===== src/rtl/con_dump_sequencer_if.sv =====
// Console-port and byte-stream signals between the dump sequencer and its neighbours.
// master = sequencer side; slave = memory console port plus UART TX buffer side.
interface con_dump_sequencer_if #(
  parameter int ADDR_W = 14
);
  logic [ADDR_W-1:0] con_addr;
  logic [31:0]       con_out;
  logic [7:0]        out_data;
  logic              out_valid;
  logic              out_ready;

  modport master (
    output con_addr, out_data, out_valid,
    input  con_out, out_ready
  );

  modport slave (
    input  con_addr, out_data, out_valid,
    output con_out, out_ready
  );
endinterface


===== src/rtl/con_dump_sequencer.sv =====
// Halt detector on the fetch stream followed by a data-memory dump.
// Each word goes out MSB first, then a 32-bit additive checksum.
module con_dump_sequencer #(
  parameter int ADDR_W      = 14,
  parameter int MAX_ADDR    = 783,
  parameter int STALL_LIMIT = 49,
  parameter int NOP_LIMIT   = 16,
  parameter int RD_LAT      = 1
) (
  input  logic                 clk,
  input  logic                 nrst,
  input  logic [31:0]          if_inst,
  con_dump_sequencer_if.master bus,
  output logic                 halted,
  output logic                 dump_busy,
  output logic                 dump_done
);

  localparam int SAME_W = (STALL_LIMIT < 2) ? 1 : $clog2(STALL_LIMIT + 1);
  localparam int NOP_W  = (NOP_LIMIT < 2)   ? 1 : $clog2(NOP_LIMIT + 1);
  localparam int LAT_W  = (RD_LAT < 2)      ? 1 : $clog2(RD_LAT + 1);

  typedef enum logic [2:0] {
    S_MON, S_ADDR, S_WAIT, S_SEND, S_CSUM, S_DONE
  } state_t;

  state_t            r_state,     w_state_next;
  logic [31:0]       r_last_inst, w_last_inst_next;
  logic [SAME_W-1:0] r_same_cnt,  w_same_cnt_next;
  logic [NOP_W-1:0]  r_nop_cnt,   w_nop_cnt_next;
  logic [LAT_W-1:0]  r_lat_cnt,   w_lat_cnt_next;
  logic [1:0]        r_byte_idx,  w_byte_idx_next;
  logic [31:0]       r_shift,     w_shift_next;
  logic [31:0]       r_csum,      w_csum_next;
  logic [ADDR_W-1:0] r_addr,      w_addr_next;
  logic [7:0]        r_out_data,  w_out_data_next;
  logic              r_out_valid, w_out_valid_next;
  logic              r_halted,    w_halted_next;
  logic              r_done,      w_done_next;

  logic w_is_nop;
  logic w_same_inst;
  logic w_accept;

  assign w_is_nop    = (if_inst[15:0] == 16'h0001) || (if_inst == 32'h0000_0013);
  assign w_same_inst = (if_inst == r_last_inst);
  assign w_accept    = r_out_valid && bus.out_ready;

  always_ff @(posedge clk or negedge nrst) begin
    if (!nrst) begin
      r_state     <= S_MON;
      r_last_inst <= '0;
      r_same_cnt  <= '0;
      r_nop_cnt   <= '0;
      r_lat_cnt   <= '0;
      r_byte_idx  <= '0;
      r_shift     <= '0;
      r_csum      <= '0;
      r_addr      <= '0;
      r_out_data  <= '0;
      r_out_valid <= 1'b0;
      r_halted    <= 1'b0;
      r_done      <= 1'b0;
    end else begin
      r_state     <= w_state_next;
      r_last_inst <= w_last_inst_next;
      r_same_cnt  <= w_same_cnt_next;
      r_nop_cnt   <= w_nop_cnt_next;
      r_lat_cnt   <= w_lat_cnt_next;
      r_byte_idx  <= w_byte_idx_next;
      r_shift     <= w_shift_next;
      r_csum      <= w_csum_next;
      r_addr      <= w_addr_next;
      r_out_data  <= w_out_data_next;
      r_out_valid <= w_out_valid_next;
      r_halted    <= w_halted_next;
      r_done      <= w_done_next;
    end
  end

  always_comb begin
    w_state_next     = r_state;
    w_last_inst_next = r_last_inst;
    w_same_cnt_next  = r_same_cnt;
    w_nop_cnt_next   = r_nop_cnt;
    w_lat_cnt_next   = r_lat_cnt;
    w_byte_idx_next  = r_byte_idx;
    w_shift_next     = r_shift;
    w_csum_next      = r_csum;
    w_addr_next      = r_addr;
    w_out_data_next  = r_out_data;
    w_out_valid_next = r_out_valid;
    w_halted_next    = r_halted;
    w_done_next      = r_done;

    case (r_state)
      S_MON: begin
        if (w_same_inst) begin
          if (r_same_cnt != SAME_W'(STALL_LIMIT))
            w_same_cnt_next = r_same_cnt + SAME_W'(1);
          if (!w_is_nop)
            w_nop_cnt_next = '0;
          else if (r_nop_cnt != NOP_W'(NOP_LIMIT))
            w_nop_cnt_next = r_nop_cnt + NOP_W'(1);
        end else begin
          w_last_inst_next = if_inst;
          w_same_cnt_next  = '0;
          w_nop_cnt_next   = '0;
        end
        if ((w_same_cnt_next == SAME_W'(STALL_LIMIT)) ||
            (w_nop_cnt_next == NOP_W'(NOP_LIMIT))) begin
          w_halted_next = 1'b1;
          w_state_next  = S_ADDR;
        end
      end

      S_ADDR: begin
        w_lat_cnt_next = LAT_W'(RD_LAT);
        w_state_next   = S_WAIT;
      end

      S_WAIT: begin
        w_lat_cnt_next = r_lat_cnt - LAT_W'(1);
        if (r_lat_cnt == LAT_W'(1)) begin
          w_shift_next     = bus.con_out;
          w_csum_next      = r_csum + bus.con_out;
          w_out_data_next  = bus.con_out[31:24];
          w_out_valid_next = 1'b1;
          w_byte_idx_next  = 2'd3;
          w_state_next     = S_SEND;
        end
      end

      // The shift register holds the current word; the top byte is already on out_data.
      S_SEND, S_CSUM: begin
        if (w_accept) begin
          if (r_byte_idx != 2'd0) begin
            w_byte_idx_next = r_byte_idx - 2'd1;
            w_shift_next    = r_shift << 8;
            w_out_data_next = r_shift[23:16];
          end else if (r_state == S_CSUM) begin
            w_done_next      = 1'b1;
            w_out_valid_next = 1'b0;
            w_state_next     = S_DONE;
          end else if (r_addr == ADDR_W'(MAX_ADDR)) begin
            w_shift_next    = r_csum;
            w_out_data_next = r_csum[31:24];
            w_byte_idx_next = 2'd3;
            w_state_next    = S_CSUM;
          end else begin
            w_addr_next      = r_addr + ADDR_W'(1);
            w_out_valid_next = 1'b0;
            w_state_next     = S_ADDR;
          end
        end
      end

      S_DONE: begin
        w_state_next = S_DONE;
      end

      default: begin
        w_state_next = S_MON;
      end
    endcase
  end

  assign bus.con_addr  = r_addr;
  assign bus.out_data  = r_out_data;
  assign bus.out_valid = r_out_valid;
  assign halted        = r_halted;
  assign dump_done     = r_done;
  assign dump_busy     = (r_state == S_ADDR) || (r_state == S_WAIT) ||
                         (r_state == S_SEND) || (r_state == S_CSUM);

endmodule


===== src/flat_wrapper.sv =====
// flat-port wrapper written by rule: the top's interface ports become plain ports
module con_dump_sequencer_flat 
#(
  parameter int ADDR_W      = 14,
  parameter int MAX_ADDR    = 783,
  parameter int STALL_LIMIT = 49,
  parameter int NOP_LIMIT   = 16,
  parameter int RD_LAT      = 1
)
  (clk, nrst, if_inst, halted, dump_busy, dump_done, bus_con_addr, bus_out_data, bus_out_valid, bus_con_out, bus_out_ready);
  con_dump_sequencer_if #(.ADDR_W(ADDR_W)) bus_i ();
  input  logic clk;
  input  logic nrst;
  input  logic [31:0] if_inst;
  output logic halted;
  output logic dump_busy;
  output logic dump_done;
  output wire logic [$bits(bus_i.con_addr)-1:0] bus_con_addr;
  output wire logic [$bits(bus_i.out_data)-1:0] bus_out_data;
  output wire logic [$bits(bus_i.out_valid)-1:0] bus_out_valid;
  input wire logic [$bits(bus_i.con_out)-1:0] bus_con_out;
  input wire logic [$bits(bus_i.out_ready)-1:0] bus_out_ready;
  assign bus_con_addr = bus_i.con_addr;
  assign bus_out_data = bus_i.out_data;
  assign bus_out_valid = bus_i.out_valid;
  assign bus_i.con_out = bus_con_out;
  assign bus_i.out_ready = bus_out_ready;
  con_dump_sequencer #(.ADDR_W(ADDR_W), .MAX_ADDR(MAX_ADDR), .STALL_LIMIT(STALL_LIMIT), .NOP_LIMIT(NOP_LIMIT), .RD_LAT(RD_LAT)) u_core (.clk(clk), .nrst(nrst), .if_inst(if_inst), .bus(bus_i), .halted(halted), .dump_busy(dump_busy), .dump_done(dump_done));
endmodule

===== config.mk =====
export PLATFORM = sky130hd
export DESIGN_NAME = con_dump_sequencer_flat
export DESIGN_NICKNAME = d
export VERILOG_FILES = /design/src/rtl/con_dump_sequencer_if.sv /design/src/rtl/con_dump_sequencer.sv /design/src/flat_wrapper.sv
export SDC_FILE = /design/constraint.sdc
export NUM_CORES = 1
export LEC_CHECK = 0
export BUFFER_PORTS_ARGS = -buffer_cell sky130_fd_sc_hd__buf_4
export CAP_MARGIN = 40
export CORE_MARGIN = 4
export CORE_UTILIZATION = 50
export CTS_BUF_LIST = sky130_fd_sc_hd__clkbuf_4 sky130_fd_sc_hd__clkbuf_8
export CTS_CLUSTER_DIAMETER = 60
export DETAILED_ROUTE_END_ITERATION = 10
export PLACE_DENSITY_LB_ADDON = 0.2
export SLEW_MARGIN = 20
export SYNTH_ARGS = -nofsm -noshare
export SYNTH_HDL_FRONTEND = slang
export SYNTH_SLANG_ARGS = --single-unit
export TNS_END_PERCENT = 20

===== constraint.sdc =====
create_clock -name clk -period 4 [get_ports clk]
set_clock_uncertainty 0.2 [all_clocks]
set_input_delay 0.4 -clock clk [delete_from_list [all_inputs] [get_ports clk]]
set_output_delay 0.4 -clock clk [all_outputs]
set_load 0.02 [all_outputs]

# == Yosys cells after proc, flatten, opt, wreduce, memory -nomap -nowiden ==
# Cells that the tools add are included.
# W data, S select, Z words.
# totals
regBits,130
in_bits,67
out_inout_bits,26
elab_cells,101
# classes
addsub,6
n_eq_ne,20
n_mux,39
bitwise_logic,4
reduce_logical,19
# ops
operator,count
$mux W24,5
$pmux W24 S2,1
$mux W8,5
$add A32 B32 Y32,1
$eq A32 B32 Y1,1
$eq A32 B5 Y1 const B,1
$mux W5,4
$mux W3,6
$mux W6,3
$eq A16 B1 Y1 const B,1
$pmux W8 S2,1
$pmux W3 S5,1
$reduce_and A5 Y1,3
$add A14 B1 Y14 const B,1
$eq A14 B10 Y1 const B,1
$mux W2,5
$reduce_and A4 Y1,2
$add A6 B1 Y6 const B,1
$eq A3 B2 Y1 const B,2
$eq A3 B3 Y1 const B,2
$eq A6 B6 Y1 const B,1
$ne A2 B1 Y1 const B,3
$ne A3 B2 Y1 const B,2
$ne A6 B6 Y1 const B,1
other kinds (18),34

# == Depth between registers and ports, before layout ==
# Gate-level depths: netlist of run 1.
# logic_depth
word_depth,9
mapped_depth,12
ltp_nobuf,12

# == Worst setup path before layout of run 1 ==
# No wires, ideal clock.
# synth_timing
path_type,input to register
from,input port bus_con_out[15]
to,register u_core.r_csum[30]
setup_time_ps,132
t_arrival_ps,2548
t_required_ps,3668
slack_ps,1121
path_stages,10
n_path_buf,0
cell_sequence,ha_1 -> a21o_1 -> a21o_1 -> a2111oi_0 -> o31ai_1 -> a31oi_2 -> o21ai_1 -> a221oi_1 -> xor2_1 -> o21ai_1
# synth_via
elab_chain_len,1
# synth_rtl
item,line_no,text
start: declaration,flat_wrapper.sv:21,input wire logic [$bits(bus_i.con_out)-1:0] bus_con_out;
$add A32 B32 Y32,con_dump_sequencer.sv:126,w_csum_next = r_csum + bus.con_out;
end signal: assignment,con_dump_sequencer.sv:72,r_csum <= w_csum_next;
end: declaration,con_dump_sequencer.sv:34,"logic [31:0] r_csum, w_csum_next;"
# Every way passes these cells.
# A chain may end at the register's enable or synchronous reset.

# == Worst setup path after layout of run 1 ==
# layout_timing
from,input port if_inst[24]
to,register u_core.r_state[0]
# layout_via
elab_chain_len,9
elab_cells_between_ends,13
classes_between,eq/ne (5); mux (5); reduce/logical (3)
# layout_rtl
item,line_no,text
start: declaration,flat_wrapper.sv:14,input logic [31:0] if_inst;
$eq A32 B5 Y1,con_dump_sequencer.sv:45,assign w_is_nop = (if_inst[15:0] == 16'h0001) || (if_inst == 32'h0000_0013);
$logic_or A1 B1 Y1,con_dump_sequencer.sv:45,
$mux W5,con_dump_sequencer.sv:101,if (!w_is_nop)
$mux W5,con_dump_sequencer.sv:98,if (w_same_inst) begin
$mux W5,con_dump_sequencer.sv:96,case (r_state)
$eq A5 B5 Y1,con_dump_sequencer.sv:111,(w_nop_cnt_next == NOP_W'(NOP_LIMIT))) begin
$logic_or A1 B1 Y1 (*),con_dump_sequencer.sv:110,if ((w_same_cnt_next == SAME_W'(STALL_LIMIT)) ||
$ne A2 B1 Y1 (no line) (*),n/a,
$reduce_and A4 Y1 (no line) (*),n/a,
end signal: assignment,con_dump_sequencer.sv:65,r_state <= w_state_next;
end: declaration,con_dump_sequencer.sv:27,"state_t r_state, w_state_next;"
# Every way passes the cells marked *; elsewhere a longest branch is shown, timed or not. The select of a mux whose other input is x is not followed.

==> results_dict.tcl, run 1 <==
set metrics [dict create \
    run_status "completed" \
    layout_common_cells "dfrtp_1 (130), nand2_1 (100), buf_4 (99)" \
    fin_ws_ps 717 \
    hold-path-cell-count 2 \
    cts_tree "done" \
    critical_path_peak_fanout 8 \
    antenna_cells 0 \
    finalHoldViolations 0 \
    fp-row-count 45 \
    area_growth_syn_to_layout_pct 21.3 \
    holdCritPathClass "input pin to register" \
    post_cts_sizing_count 0 \
    synthFlopType "dfrtp_1" \
    path_class "input pin to register" \
    detail_route.wirelength_um 18400 \
    dpl_ws_ps 697 \
    detailed_router_s_first_iteration_violation_count 435 \
    vias 6454 \
    first_global_vias 6146 \
    synth-warning-count 0 \
    r2r_cells 10 \
    final_standard_cell_count_with_taps_included_and_fillers_excluded 1173 \
    floorplan.die_area_um2 17600 \
    gp_routability_congestion 0.901 \
    timing.final.setup_violations 0 \
    synth.ff_latch_count 130 \
    antenna_found_initial 0 \
    power.density_cell_area_nw_per_um2 436 \
    maxCapViolations 0 \
    synth_edf_count 0 \
    met3_wirelength_um 577 \
    drive_gt1_share_pct 19.2 \
    async_flop_share_pct 100 \
    grt_remaining_overflow 0 \
    met1_length_um 8580 \
    grt_setup_unrepaired "no" \
    cts_num_sinks 130 \
    utilization_pct 61.9 \
    routed_length_on_met2_um 8910 \
    synth_cells 833 \
    cp-start-kind "input pin" \
    hpwlAfterDp_um 12700 \
    cts-buffers-inserted 17 \
    final_report_max_slew_violation_count 0 \
    maximum_number_of_pins_on_one_net_before_global_route_repair 82 \
    timing.final.crit_period_ps 3280 \
    worst_setup_hold_path_clk_slew_ps 80 \
    port_buffers 92 \
    ir_worst_vdd_uv 387 \
    placeableCoreArea_um2 15300 \
    grt_pass1_wl_um 30000 \
    achievable_clock_frequency_ghz 0.305 \
    synth.cell_area_um2 7790 \
    clk_path_buf_depth 2 \
    critical_path.endpoint_type "register" \
    leakage_uw 0.00449 \
    root_buffer "clkbuf_8" \
    num_io_pins 93 \
    die_ht_um 133 \
    overall_global_routing_usage_pct 21.0 \
    die_w_um 133 \
    final.period_utilization_pct 82.1 \
    postSynthNetCount 938 \
    ant_nets 0 \
    synth_sequential_area_ratio_pct 41.8 \
    final.setup.tns_ps 0 \
    n_fill_cell 1306 \
    effective_utilization_at_floorplan_pct 51.1 \
    worst-endpoint-arrival_ps 3470 \
    synth_cell_types 61 \
    synthesis.area_per_instance_um2 9.35 \
    detail_route.wl_per_cell_um 15.7 \
    layout.cells.most_common "dfrtp_1" \
    worstPathRequired_ps 4180 \
    maxUsedRoutingLayer "met4" \
    vias_per_cell 5.50 \
    drt_first_pass_iters 5 \
    slew_headroom_pct 46.6 \
    drc_errors 0 \
    htree_num_levels 4 \
    clk-insertion-delay-late_ps 450 \
    nets 1054 \
    place.detailed.instances 1109 \
    cts.repair_timing.setup_buffer_count 0 \
    worst_slew_pin_slew_ps 799 \
]
[path summary, 6_finish.rpt]
check                                            startpoint                                 end  slack (ps)
hold reg to reg            u_core.r_byte_idx[0]$_DFFE_PN0P_    u_core.r_byte_idx[0]$_DFFE_PN0P_         280
setup / recovery                                if_inst[24]       u_core.r_state[0]$_DFFE_PN0P_         720
max in group asynchronous                              nrst   u_core.r_last_inst[9]$_DFFE_PN0P_        2550
hold / removal                                   if_inst[5]   u_core.r_last_inst[5]$_DFFE_PN0P_          30
min in group asynchronous                              nrst  u_core.bus.con_addr[3]$_DFFE_PN0P_         290
setup reg to reg              u_core.r_csum[15]$_DFFE_PN0P_       u_core.r_csum[30]$_DFFE_PN0P_         810
[per-layer routing]
layer,global-route usage [%],vias up
met4,7.79,0
met1,27.7,3092
met2,34.7,117
met5,0,-
li1,-,3221
met3,3.54,24
[cells by family after synthesis]
logic type / share of synthesized area, %
xor gates and xnor gates: 7.87
DFF: 41.8
buffers and inverters: 2.92
muxes: 8.40
AOI/OAI and AO/OA: 17.3
adders and majority gates: 6.20
and+or+nand+nor: 15.5
[state kept, by name (all words and copies together) (netlist names)]
name	cells
u_core.bus.con_addr	14
u_core.bus.out_data	8
u_core.bus.out_valid	1
u_core.dump_done	1
u_core.halted	1
u_core.r_byte_idx	2
u_core.r_csum	32
u_core.r_last_inst	32
u_core.r_lat_cnt	1
u_core.r_nop_cnt	5
u_core.r_same_cnt	6
u_core.r_shift	24
u_core.r_state	3
[area by class of cell]
cell class	instances	area [um^2]	share of cell area, %
flip-flops and latches	130	3250	34.4
multi-input cells	646	4340	45.9
repair buffers	133	1100	11.6
clock buffers	17	234	2.48
clock inverters	15	181	1.92
inverters	21	78.8	0.834
well taps	211	264	2.79
[critical path, cell delays in order]
cell and delay, ps:
dlygate4sd3_1 560, buf_4 160, xor2_1 140, nor4_1 440, nand4_1 170, or2_1 350
or3b_4 460, o41ai_2 390, a21oi_1 120, o21ai_1 130, a22o_1 150
[through the flow]
stage | hold WS [ps] | area, um^2 | power (uW)
floorplan | -95.6 | 7790 | 2500
global placement | 263 | 8690 | 2920
detailed placement | 269 | 8700 | 2940
CTS | 2.63 | 9420 | 4160
global route | 9.98 | 9450 | 4370
finish | 27.8 | 9450 | 4120
[power by group]
group          total, uW  switching (uW)  internal [uW]
Combinational       1300             768            533
Clock               1190             564            623
Sequential          1630             138           1490
[synthesized netlist by cell type (all sizes together), types with 4 or more instances]
library cell,n,share of area [%]
dfrtp,130,42
nand2,100,4.8
o21ai,89,5.7
a21oi,62,4.0
nor2,50,2.4
xor2,49,5.5
ha,37,5.9
mux2,35,5.1
clkbuf,26,1.3
mux2i,26,3.3
inv,21,1.0
xnor2,21,2.4
and3,18,1.4
a21o,17,1.6
nand3,17,1.1
nor4,15,1.3
nor3,12,0.77
o31ai,12,1.2
buf,10,0.66
nand4,9,0.72
o21a,8,0.77
or3,6,0.50
a211oi,5,0.48
nand2b,5,0.40
a31oi,4,0.40
[timing repair]
item / 4_1_cts / 5_1_grt
hold buffers: 31 / 0
endpoints found under the hold margin: 109 / 0
setup endpoints to repair: 0 / 0
Note: power is estimated with default switching activity, not from simulation.
==> run 2: changes to the inputs <==
- clock period: 4 -> 2.85 ns (I/O delays scaled with it)
==> results_dict.tcl, run 2 (synthesis gave the netlist of run 1 again) <==
set metrics [dict create \
    maximum_number_of_pins_on_one_net_before_global_route_repair 67 \
    grt_setup_unrepaired "yes" \
    worst_r2r_endpoint "u_core.r_csum[26]$_DFFE_PN0P_" \
    worst_setup_hold_path_clk_slew_ps 80 \
    achievable_clock_frequency_ghz 0.352 \
    vias_per_cell 5.44 \
    grt_pass1_wl_um 33600 \
    port_buffers 92 \
    comb_power_share_pct 35.0 \
    gp_routability_congestion 0.871 \
    final.period_utilization_pct 99.6 \
    switching_share_pct 37.0 \
    holdCritPathClass "input pin to register" \
    drt_first_pass_iters 5 \
    ir_worst_vdd_uv 360 \
    cp-start-kind "register" \
    layout.cells.most_common "buf_4" \
    timing.final.setup_violations 0 \
    detail_route.wirelength_um 20400 \
    area_growth_syn_to_layout_pct 36.0 \
    hold-worst-slack_ps 59.4 \
    setup.worst_path.end "u_core.r_csum[26]$_DFFE_PN0P_" \
    root_buffer "clkbuf_8" \
    nets 1146 \
    total_power_uw 5890 \
    htree_num_levels 4 \
    n_fill_cell 1167 \
    cts_tree "done" \
    overall_global_routing_usage_pct 23.4 \
    critical_path_peak_fanout 3 \
    worstPathRequired_ps 3010 \
    leakage_uw 0.00497 \
    reg_top3 "u_core.r_csum x32, u_core.r_last_inst x32, u_core.r_shift x24" \
    grt_remaining_overflow 0 \
    floorplan.die_area_um2 17600 \
    ant_nets 0 \
    first_global_vias 6881 \
    fp-row-count 45 \
    worst-r2r-setup-slack_ps 10 \
    final_report_max_slew_violation_count 0 \
    placeableCoreArea_um2 15300 \
    internal-power_uw 3710 \
    clk_path_buf_depth 2 \
    vias 6884 \
    power.net_switching_uw 2180 \
    utilization_pct 69.4 \
    critical_path.endpoint_type "register" \
    worst-endpoint-arrival_ps 3000 \
    worst_slew_pin_slew_ps 652 \
    final.setup.tns_ps 0 \
    hold-path-cell-count 4 \
    maxCapViolations 0 \
    path_class "register to register" \
    num_io_pins 93 \
    layout_common_cells "buf_4 (155), dfrtp_1 (129), nand2_1 (100)" \
    cts-buffers-inserted 17 \
    clk-insertion-delay-late_ps 460 \
    p_clk_share_pct 26.1 \
    hpwlAfterDp_um 13400 \
    finalHoldViolations 0 \
    cts_num_sinks 130 \
    detail_route.wl_per_cell_um 16.2 \
    r2r_cells 12 \
    die_ht_um 133 \
    slew_headroom_pct 56.5 \
    antenna_found_initial 0 \
    antenna_cells 0 \
    drive_gt1_share_pct 27.1 \
    critical_path.startpoint "u_core.r_csum[0]$_DFFE_PN0P_" \
    die_w_um 133 \
    rr_startpoint "u_core.r_csum[0]$_DFFE_PN0P_" \
    timing.final.crit_period_ps 2840 \
    effective_utilization_at_floorplan_pct 51.1 \
    run_status "completed" \
    detailed_router_s_first_iteration_violation_count 408 \
    power.density_cell_area_nw_per_um2 556 \
    seq_power_share_pct 38.9 \
    drc_errors 0 \
]
[run 2: cell types whose count changed in the layout (fill, tap and decap cells not counted), moves of 3 or more]
cell and delta:
o21ai_2 +4, a21oi_2 +3, buf_4 +56, clkinv_2 -3, a21oi_1 -3, o31ai_1 -3
clkinvlp_4 +3, buf_12 +3, dlygate4sd3_1 +32, ha_1 -12, o21ai_0 -6, a221oi_1 -3
ha_4 +11
[run 2: worst min path at each step]
stage                    start                                  end
3_3_place_gp              nrst  u_core.bus.con_addr[10]$_DFFE_PN0P_
5_1_grt         bus_con_out[1]        u_core.r_shift[1]$_DFFE_PN0P_
3_5_place_dp              nrst  u_core.bus.con_addr[10]$_DFFE_PN0P_
2_1_floorplan             nrst   u_core.bus.con_addr[0]$_DFFE_PN0P_
4_1_cts        bus_con_out[12]       u_core.r_shift[12]$_DFFE_PN0P_
6_report        bus_con_out[1]        u_core.r_shift[1]$_DFFE_PN0P_
[run 2: critical path: stages, from the launching register on]
cell and delay, ps:
dfrtp_1 410, ha_4 160, inv_1 50, fa_2 340, nor2b_2 140, o31a_1 190, o22a_1 210, a31o_4 190
a31oi_4 90, buf_4 160, o31ai_1 270, a211oi_1 120, o31ai_1 210
[run 2: per-layer routing]
layer | up-vias | wire length [um] | track usage, %
met1 | 3324 | 9170 | 30.3
met5 | - | 0 | 0
li1 | 3417 | - | -
met3 | 26 | 777 | 5.06
met4 | 0 | 286 | 5.89
met2 | 117 | 10200 | 39.9
[run 2: power by group through the flow]
stage               Sequential, uW  Combinational (uW)  Clock (uW)
finish                        2290                2060        1540
global route                  2320                2290        1670
CTS                           2290                2020        1580
detailed placement            2320                1920           0
global placement              2320                1880           0
floorplan                     2320                1180           0
[run 2: final cells by class]
class                           count  area [um^2]  share of cell area, %
Inverter                           21         78.8                  0.744
Clock inverter                     15          149                   1.41
Clock buffer                       17          234                   2.21
Sequential cell                   130         3250                   30.7
Multi-Input combinational cell    646         4710                   44.5
Tap cell                          211          264                   2.49
Timing Repair Buffer              225         1900                   17.9
[run 2: timing repair]
action	4_1_cts	5_1_grt
pin swaps	18	32
endpoints found under the setup margin	11	26
buffers inserted	4	5
hold buffers	64	0
gates resized for setup	21	45
endpoints found under the hold margin	162	0
[run 2: stage by stage]
| step | instances | instance area (um^2) | worst slack (ps) |
|---|---|---|---|
| after floorplan | 833 | 7790 | 3.78 |
| after global placement | 1163 | 9140 | -181 |
| after detailed placement | 1163 | 9140 | -209 |
| after CTS | 1263 | 10300 | 5.35 |
| after global routing | 1265 | 10600 | -118 |
| final | 1265 | 10600 | 10.5 |
